## src/rtl/div_unit.sv

```systemverilog
// Iterative restoring divider for the RV32M divide group (DIV, DIVU, REM, REMU).
// One quotient bit per cycle; divide-by-zero and signed overflow finish at issue.
module div_unit #(
    parameter int WIDTH = 32
) (
    input  logic             clk_i,
    input  logic             rst_i,
    input  logic             start_i,
    input  logic [1:0]       op_i,
    input  logic [WIDTH-1:0] A_i,
    input  logic [WIDTH-1:0] B_i,
    output logic [WIDTH-1:0] result_o,
    output logic             busy_o,
    output logic             done_o,
    output logic             div_zero_o,
    output logic             overflow_o
);

    localparam int CW = $clog2(WIDTH + 1);

    localparam logic [1:0] S_IDLE = 2'd0;
    localparam logic [1:0] S_CALC = 2'd1;
    localparam logic [1:0] S_DONE = 2'd2;

    localparam logic [WIDTH-1:0] MIN_NEG = {1'b1, {(WIDTH-1){1'b0}}};

    logic [1:0]       state_q,    state_d;
    logic [WIDTH-1:0] dvd_q,      dvd_d;
    logic [WIDTH-1:0] dvs_q,      dvs_d;
    logic [WIDTH-1:0] rem_q,      rem_d;
    logic [CW-1:0]    cnt_q,      cnt_d;
    logic             is_rem_q,   is_rem_d;
    logic             neg_quo_q,  neg_quo_d;
    logic             neg_rem_q,  neg_rem_d;
    logic [WIDTH-1:0] result_q,   result_d;
    logic             div_zero_q, div_zero_d;
    logic             overflow_q, overflow_d;

    // Issue-side operand conditioning: signed ops divide magnitudes, fix signs at the end.
    logic             signed_op;
    logic             a_neg;
    logic             b_neg;
    logic [WIDTH-1:0] a_mag;
    logic [WIDTH-1:0] b_mag;

    assign signed_op = ~op_i[0];
    assign a_neg     = signed_op & A_i[WIDTH-1];
    assign b_neg     = signed_op & B_i[WIDTH-1];
    assign a_mag     = a_neg ? -A_i : A_i;
    assign b_mag     = b_neg ? -B_i : B_i;

    // One restoring step; the compare is WIDTH+1 bits, but the difference always fits WIDTH.
    logic [WIDTH:0]   shift_r;
    logic             ge;
    logic [WIDTH-1:0] rem_sub;
    logic [WIDTH-1:0] quo_next;
    logic [WIDTH-1:0] rem_next;

    assign shift_r  = {rem_q, dvd_q[WIDTH-1]};
    assign ge       = shift_r >= {1'b0, dvs_q};
    assign rem_sub  = shift_r[WIDTH-1:0] - dvs_q;
    assign quo_next = {dvd_q[WIDTH-2:0], ge};
    assign rem_next = ge ? rem_sub : shift_r[WIDTH-1:0];

    always_comb begin
        // NOTE: every signal defaults to its held value first so no path infers a latch.
        state_d    = state_q;
        dvd_d      = dvd_q;
        dvs_d      = dvs_q;
        rem_d      = rem_q;
        cnt_d      = cnt_q;
        is_rem_d   = is_rem_q;
        neg_quo_d  = neg_quo_q;
        neg_rem_d  = neg_rem_q;
        result_d   = result_q;
        div_zero_d = div_zero_q;
        overflow_d = overflow_q;

        case (state_q)
            S_IDLE, S_DONE: begin
                state_d = S_IDLE;
                if (start_i) begin
                    if (B_i == '0) begin
                        state_d    = S_DONE;
                        result_d   = op_i[1] ? A_i : '1;
                        div_zero_d = 1'b1;
                        overflow_d = 1'b0;
                    end else if (signed_op && A_i == MIN_NEG && B_i == '1) begin
                        state_d    = S_DONE;
                        result_d   = op_i[1] ? '0 : MIN_NEG;
                        div_zero_d = 1'b0;
                        overflow_d = 1'b1;
                    end else begin
                        state_d   = S_CALC;
                        dvd_d     = a_mag;
                        dvs_d     = b_mag;
                        rem_d     = '0;
                        cnt_d     = CW'(WIDTH);
                        is_rem_d  = op_i[1];
                        neg_quo_d = a_neg ^ b_neg;
                        neg_rem_d = a_neg;
                    end
                end
            end
            S_CALC: begin
                dvd_d = quo_next;
                rem_d = rem_next;
                cnt_d = cnt_q - CW'(1);
                if (cnt_q == CW'(1)) begin
                    state_d    = S_DONE;
                    div_zero_d = 1'b0;
                    overflow_d = 1'b0;
                    if (is_rem_q) result_d = neg_rem_q ? -rem_next : rem_next;
                    else          result_d = neg_quo_q ? -quo_next : quo_next;
                end
            end
            default: state_d = S_IDLE;
        endcase
    end

    always_ff @(posedge clk_i) begin
        if (rst_i) begin
            state_q    <= S_IDLE;
            dvd_q      <= '0;
            dvs_q      <= '0;
            rem_q      <= '0;
            cnt_q      <= '0;
            is_rem_q   <= 1'b0;
            neg_quo_q  <= 1'b0;
            neg_rem_q  <= 1'b0;
            result_q   <= '0;
            div_zero_q <= 1'b0;
            overflow_q <= 1'b0;
        end else begin
            state_q    <= state_d;
            dvd_q      <= dvd_d;
            dvs_q      <= dvs_d;
            rem_q      <= rem_d;
            cnt_q      <= cnt_d;
            is_rem_q   <= is_rem_d;
            neg_quo_q  <= neg_quo_d;
            neg_rem_q  <= neg_rem_d;
            result_q   <= result_d;
            div_zero_q <= div_zero_d;
            overflow_q <= overflow_d;
        end
    end

    assign result_o   = result_q;
    assign busy_o     = (state_q == S_CALC);
    assign done_o     = (state_q == S_DONE);
    assign div_zero_o = div_zero_q;
    assign overflow_o = overflow_q;

endmodule

```

## config.mk

```make
export PLATFORM = sky130hd
export DESIGN_NAME = div_unit
export DESIGN_NICKNAME = d
export VERILOG_FILES = /design/src/rtl/div_unit.sv
export SDC_FILE = /design/constraint.sdc
export NUM_CORES = 1
export LEC_CHECK = 0
export ABC_AREA = 1
export CORE_ASPECT_RATIO = 0.6
export CORE_MARGIN = 8
export CORE_UTILIZATION = 45
export DETAILED_ROUTE_END_ITERATION = 8
export GPL_TIMING_DRIVEN = 0
export PLACE_DENSITY = 0.67
export SKIP_LAST_GASP = 1
export SLEW_MARGIN = 20
export SYNTH_ARGS = -nofsm -noshare
export SYNTH_HDL_FRONTEND = slang
export SYNTH_SLANG_ARGS = --single-unit
```

## constraint.sdc

```tcl
create_clock -name clk_i -period 3.66 [get_ports clk_i]
set_input_delay 0.732 -clock clk_i [delete_from_list [all_inputs] [get_ports clk_i]]
set_output_delay 0.732 -clock clk_i [all_outputs]
set_load 0.05 [all_outputs]
```

==> reports/qor.yml, run 1 <==
outcome:
  status: "complete, but fails checks"
  violations: "setup timing"
synthesis:
  synth_ff_type: "dfxtp_1"
  synth.yosys.seq_area_share: 0.226
  syn-mean-instance-area_sq_um: 5.88
  synth_compound_area_frac: 0.192
  synthMuxAreaShare: 0
  synth_top_family_by_area: "simple AND/OR/NAND/NOR gates"
  synth.area.top_cells: "dfxtp_1, nand2_1, inv_1"
  yosys.area.top_type: "dfxtp_1"
  yosys_warnings: 0
  synth_top_area_frac: 0.226
  synth-edff-count: 0
  synth_xor_area_frac: 0.0400
  synthSimpleGateAreaFrac: 0.387
  synth_nets: 2229
  synthTopCellsByCount: "nand2_1, inv_1, nor2_1"
  ys_ff_latch: 141
  netlist_instances: 2120
  async_flop_share: 0
  yosysMostFrequentCell: "nand2_1"
  synth_fa_ha_area_frac: 0.0407
  synth_cell_types: 60
  synthesis.area_sq_mm: 0.0125
cts:
  clk_path_buf_depth: 2
  path_clk_slew_ns: 0.06
  cts_max_level: 4
  clkLatencyLatePin_ns: 0.45
  cts_made_buffers: 17
  cts_tree: "built"
  cts_sinks: 141
  hold_buffers: 0
  root_buffer: "clkbuf_16"
setup_path:
  cp_max_fo: 10
  cpMaxStageDelayCell: "dfxtp_2"
  cpMostUsedCell: "nand2_1"
  start_kind: "flip-flop"
  cp.required_ns: 4.04
  arrival_ns: 4.18
  end_kind: "flip-flop"
  path_class: "reg -> reg"
  critical_path.max_stage_delay_ns: 0.35
floorplan:
  die_h_um: 145
  ios: 105
  coreArea_sq_mm: 0.0274
  fp.dieArea_sq_mm: 0.0335
  start_util: 0.455
  rows: 47
  die_width_um: 231
timing:
  finalCritPeriodShare: 1.04
  slew_headroom: 0.335
  min_period_ns: 3.80
  fin_skew_ns: 0.00982
  rsz0062_at_grt: "yes"
  hold_ws_ns: 0.470
  maxSlewViolCount: 0
  timing.fmax_ghz: 0.263
  setup_ws_ns: -0.141
  final-hold-violation-count: 0
  worst_pin_slew_ns: 0.994
  setup_viol: 6
global_routing:
  grt_first_pass_wirelength_mm: 81.0
  grt_pass1_vias: 13700
  grt.total_usage: 0.310
  grt_antenna_before_repair: 1
  gr-total-overflow: 0
  grt_max_degree: 17
power_and_ir_drop:
  p_leak_nw: 7.33
  p_switching_mw: 3.38
  p_comb_frac: 0.516
  peakVddDrop_uv: 371
  seqPwrFrac: 0.242
  p_per_area_mw_per_mm2: 454
  p_sw_frac: 0.456
  intPower_mw: 4.03
  clkPwrFrac: 0.241
routing:
  vias: 15500
  dr.pass1.iters: 6
  wl_per_cell_um: 20.2
  postRouteAntennaNets: 0
  finalWirelength_mm: 54.6
  drtIter0Drc: 2039
  via_per_inst: 5.73
  drc: 0
layout:
  drive_above_1_share: 0.204
  syn_to_final_growth_pct: 31.0
  layout.nets: 2426
worst_hold_path:
  hold_class: "reg -> reg"
flow_run:
  drv_cap: 0
placed_design:
  io_buffers: 102
  place_ws_ns: -1.28
  place_hpwl_mm: 42.7
  place_congestion: 0.995
-- registers in the layout, summed over array words and instances (netlist names) --
signal and flops:
rem_q 32, dvd_q 32, div_zero_o 1, dvs_q 32
is_rem_q 1, cnt_q 6, overflow_o 1, result_o 32
neg_rem_q 1, state_q 2, neg_quo_q 1
-- final timing paths --
path	start	depth (start not counted)	slack, ns	to
worst max-delay path	dvs_q[18]	27	-0.14	result_o[30]
worst min-delay path	overflow_o	2	0.47	overflow_o
worst min register to register	overflow_o	2	0.47	overflow_o
worst max register to register	dvs_q[18]	27	-0.14	result_o[30]
-- cell type report --
cell class | count | area (sq um)
sequential | 141 | 2900
buffer | 89 | 480
clock buffer | 18 | 429
tap | 367 | 459
inverter | 265 | 1030
antenna | 1 | 2.50
clock inverter | 12 | 146
multi-input combinational | 1624 | 9270
timing repair buffer | 179 | 1610
fill | 2713 | 11100
-- routing by layer --
| metal | wire length [um] | GRT usage |
|---|---|---|
| met1 | 25900 | 0.464 |
| met3 | 7690 | 0.141 |
| met5 | 12 | 0 |
| met2 | 20600 | 0.401 |
| met4 | 377 | 0.0401 |
-- cell usage in the layout (no fill, tap or decap), types with 11 or more instances in the layout --
cell type and n:
a21oi_2 14, xnor2_1 13, nor3_1 28, ha_4 33, xor2_1 44, or2_2 11, o21ai_0 142, a31oi_1 34
inv_2 34, clkbuf_1 48, buf_6 11, nor2_4 25, nand2_2 76, nand3_1 153, inv_4 13, o211ai_1 13
clkdlybuf4s50_1 102, nand3_2 15, nor2_2 22, dfxtp_1 99, nand4_1 31, clkbuf_16 17, nand2_1 508, nand2_4 19
inv_1 217, o21ai_1 15, a21oi_1 164, dfxtp_2 34, nor2_1 170, buf_4 78
-- per-stage QoR --
stage                     setup TNS, ns  instances  cell area, sq um  power, mW  utilization
after CTS                         -1.22       2671             15600       6.87        0.571
after global placement          -117.76       2589             14000       4.84        0.509
final                            -0.532       2696             16300       7.42        0.596
after global routing              -2.24       2695             16300       7.78        0.596
after floorplan                       0       2120             12500       3.84            -
after detailed placement        -118.42       2589             14000       4.85        0.509
-- critical path: cells and delay by family (launching register included) --
| family | cells | cell delay (ns) |
|---|---|---|
| AO/OA/AOI/OAI | 2 | 0.25 |
| AND/OR/NAND/NOR | 17 | 2.02 |
| adder cells (fa/ha/maj) | 2 | 0.47 |
| flip-flops | 1 | 0.35 |
| buffers and inverters | 6 | 0.62 |
-- power by group through the flow --
stage	Clock [mW]	Combinational, mW	Sequential [mW]
2_1_floorplan	0	1.93	1.91
3_3_place_gp	0	3.03	1.80
3_5_place_dp	0	3.04	1.81
4_1_cts	1.78	3.30	1.79
5_1_grt	1.86	4.11	1.81
6_report	1.79	3.83	1.80
-- what timing repair did --
item                       in CTS  in global routing
setup endpoints to repair     132                137
pin swaps                      39                 62
buffers inserted               52                 28
resized for setup             196                190
-- kinds of logic (layout without fill, tap and decap cells) --
| group | after synthesis | in the layout |
|---|---|---|
| AO/OA/AOI/OAI | 429 | 429 |
| XOR/XNOR | 57 | 57 |
| adder cells (fa/ha/maj) | 40 | 40 |
| buffers and inverters | 355 | 563 |
| flip-flops | 141 | 141 |
| other | 0 | 1 |
| AND/OR/NAND/NOR | 1098 | 1098 |
Power figures use the tool's default switching activity.
==> run 2, diff against run 1 <==
--- a/config.mk
+++ b/config.mk
@@ -9,6 +9,7 @@
 export CORE_ASPECT_RATIO = 0.6
 export CORE_MARGIN = 8
 export CORE_UTILIZATION = 45
+export CTS_CLUSTER_SIZE = 20
 export DETAILED_ROUTE_END_ITERATION = 8
 export GPL_TIMING_DRIVEN = 0
 export PLACE_DENSITY = 0.67
==> results of run 2 <==
The final DEF is identical to that of run 1; final timing and power are the same.
==> run 3, diff against run 2 <==
--- a/config.mk
+++ b/config.mk
@@ -6,10 +6,10 @@
 export NUM_CORES = 1
 export LEC_CHECK = 0
 export ABC_AREA = 1
-export CORE_ASPECT_RATIO = 0.6
+export CORE_ASPECT_RATIO = 1.5
 export CORE_MARGIN = 8
 export CORE_UTILIZATION = 45
-export CTS_CLUSTER_SIZE = 20
+export CTS_CLUSTER_SIZE = 40
 export DETAILED_ROUTE_END_ITERATION = 8
 export GPL_TIMING_DRIVEN = 0
 export PLACE_DENSITY = 0.67
==> run 3 against run 2 <==
Compared with the run above: the run now ends clean; critical endpoint is now result_o[28]; clock power down 2%; first-iteration DRC count down 46%; critical path depth unchanged; via count down 4.7%; global-route usage down 0.32 points; sequential power about the same.
==> reports/qor.yml, run 3 (synthesis results as in run 1) <==
outcome:
  status: "complete, no violations"
cts:
  cts_tree: "built"
  root_buffer: "clkbuf_16"
  cts_sinks: 141  # unchanged
  cts_made_buffers: 17  # unchanged
  path_clk_slew_ns: 0.06  # about the same
  hold_buffers: 0  # unchanged
  clk_path_buf_depth: 2  # unchanged
  clkLatencyLatePin_ns: 0.45  # about the same
  cts_max_level: 4  # unchanged
routing:
  via_per_inst: 5.56  # -3.1%
  vias: 14700  # -4.7%
  dr.pass1.iters: 5  # -1
  postRouteAntennaNets: 0  # unchanged
  finalWirelength_mm: 53.0  # -2.9%
  drc: 0  # unchanged
  drtIter0Drc: 1098  # -46%
  wl_per_cell_um: 20.0  # -1.3%
setup_path:
  r2r_start: "dvs_q[6]"
  cp.required_ns: 4.05  # about the same
  cp_max_fo: 6  # -4
  path_class: "reg -> reg"
  critical_path.max_stage_delay_ns: 0.35  # about the same
  cpMaxStageDelayCell: "dfxtp_2"
  arrival_ns: 4.01  # -0.17 ns
  cpMostUsedCell: "nand2_2"
  end_kind: "flip-flop"
  crit_path_start: "dvs_q[6]"
  start_kind: "flip-flop"
global_routing:
  grt_first_pass_wirelength_mm: 79.3  # -2.1%
  grt.total_usage: 0.306  # -0.00323
  grt_pass1_vias: 14300  # +4.3%
  grt_antenna_before_repair: 0  # -1
  gr-total-overflow: 0  # unchanged
  grt_max_degree: 17  # unchanged
floorplan:
  rows: 74  # +57%
  start_util: 0.458  # +0.00305
  coreArea_sq_mm: 0.0272  # -0.67%
  ios: 105  # unchanged
  die_h_um: 220  # +52%
  fp.dieArea_sq_mm: 0.0334  # -0.19%
  die_width_um: 152  # -34%
worst_hold_path:
  hold_class: "reg -> reg"
  min_from: "overflow_o"
timing:
  timing.fmax_ghz: 0.276  # +4.9%
  setup_ws_ns: 0.0377  # +0.179 ns
  setup_viol: 0  # -6
  min_period_ns: 3.62  # -0.179 ns
  worst_pin_slew_ns: 0.973  # -0.0209 ns
  fin_skew_ns: 0.00920  # -0.000623 ns
  rsz0062_at_grt: "yes"
  finalCritPeriodShare: 0.990  # -0.0490
  final-hold-violation-count: 0  # unchanged
  slew_headroom: 0.349  # +0.0140
  maxSlewViolCount: 0  # unchanged
layout:
  drive_above_1_share: 0.181  # -0.0231
  diodes: 0  # -1
  seqCellArea_sq_mm: 0.00289  # -0.35%
  multi_input_area_sq_mm: 0.00910  # -1.9%
  layout.nets: 2407  # -0.78%
  syn_to_final_growth_pct: 27.7
  fillCellCount: 2726  # +0.48%
  fin_cells: 2652  # -1.6%
  layout.cells.most_common: "nand2_1"
  layout_common_cells: "nand2_1, inv_1, nor2_1"
placed_design:
  place_hpwl_mm: 42.8  # +0.27%
  place_congestion: 0.999  # +0.36%
  dp.cells: 2564  # -0.97%
  place_ws_ns: -1.19  # +0.0850 ns
  io_buffers: 102  # unchanged
power_and_ir_drop:
  p_leak_nw: 7.16  # -2.2%
  power_mw: 7.04  # -5.1%
  p_per_area_mw_per_mm2: 442  # -2.7%
  peakVddDrop_uv: 374  # +0.71%
flow_run:
  drv_cap: 0  # unchanged
## run 3: cell count changes in the layout (fill, tap and decap cells not counted), sizes merged
cell	delta
bufinv	-1
clkbuf	+10
inv	+1
clkinvlp	-1
diode	-1
buf	-27
## run 3: power breakdown
part | switching (mW) | leakage (nW) | internal [mW]
combinational | 2.29 | 5.71 | 1.21
clock | 0.732 | 0.276 | 1.01
sequential | 0.120 | 1.18 | 1.67
## run 3: layer usage
| metal | GRT usage | wire (um) |
|---|---|---|
| met5 | 0 | 0 |
| met4 | 0.242 | 4190 |
| met3 | 0.0410 | 2230 |
| met2 | 0.566 | 27000 |
| met1 | 0.308 | 19600 |
## run 3: path summary, 6_finish.rpt
check                      end  slack (ns)  cells past startpoint
hold / removal      overflow_o        0.47                      2
hold reg to reg     overflow_o        0.47                      2
setup / recovery  result_o[28]        0.04                     27
setup reg to reg  result_o[28]        0.04                     27
## run 3: worst max-delay path, delay by kind of cell, from the launching register on
family          cells  cell delay [ns]
flops               1             0.35
buf+inv             4             0.44
simple gates       18             1.76
compound gates      3             0.52
fa+ha+maj           2             0.46
## run 3: what timing repair did
| item | 4_1_cts | 5_1_grt |
|---|---|---|
| cloned | 0 | 0 |
| resized for setup | 173 | 127 |
| buffers inserted | 30 | 28 |
| pin swaps | 35 | 57 |
| endpoints found under the setup margin | 110 | 135 |
## run 3: final cells by class
type                       instances  share of cell area
timing repair buffer             160              0.0922
buffer                            89              0.0284
tap                              342              0.0269
inverter                         265              0.0647
clock inverter                    11             0.00738
clock buffer                      20              0.0280
sequential                       141               0.181
multi-input combinational       1624               0.571
## run 3: per-stage QoR
| step | cell area, sq um | util | TNS [ns] | hold WS [ns] |
|---|---|---|---|---|
| 6_report | 15900 | 0.585 | 0 | 0.470 |
| 5_1_grt | 15900 | 0.585 | -0.465 | 0.498 |
| 4_1_cts | 15400 | 0.565 | -0.837 | 0.469 |
| 3_5_place_dp | 13900 | 0.511 | -113.53 | 0.460 |
| 3_3_place_gp | 13900 | 0.511 | -113.96 | 0.457 |
| 2_1_floorplan | 12500 | - | 0 | 0.432 |
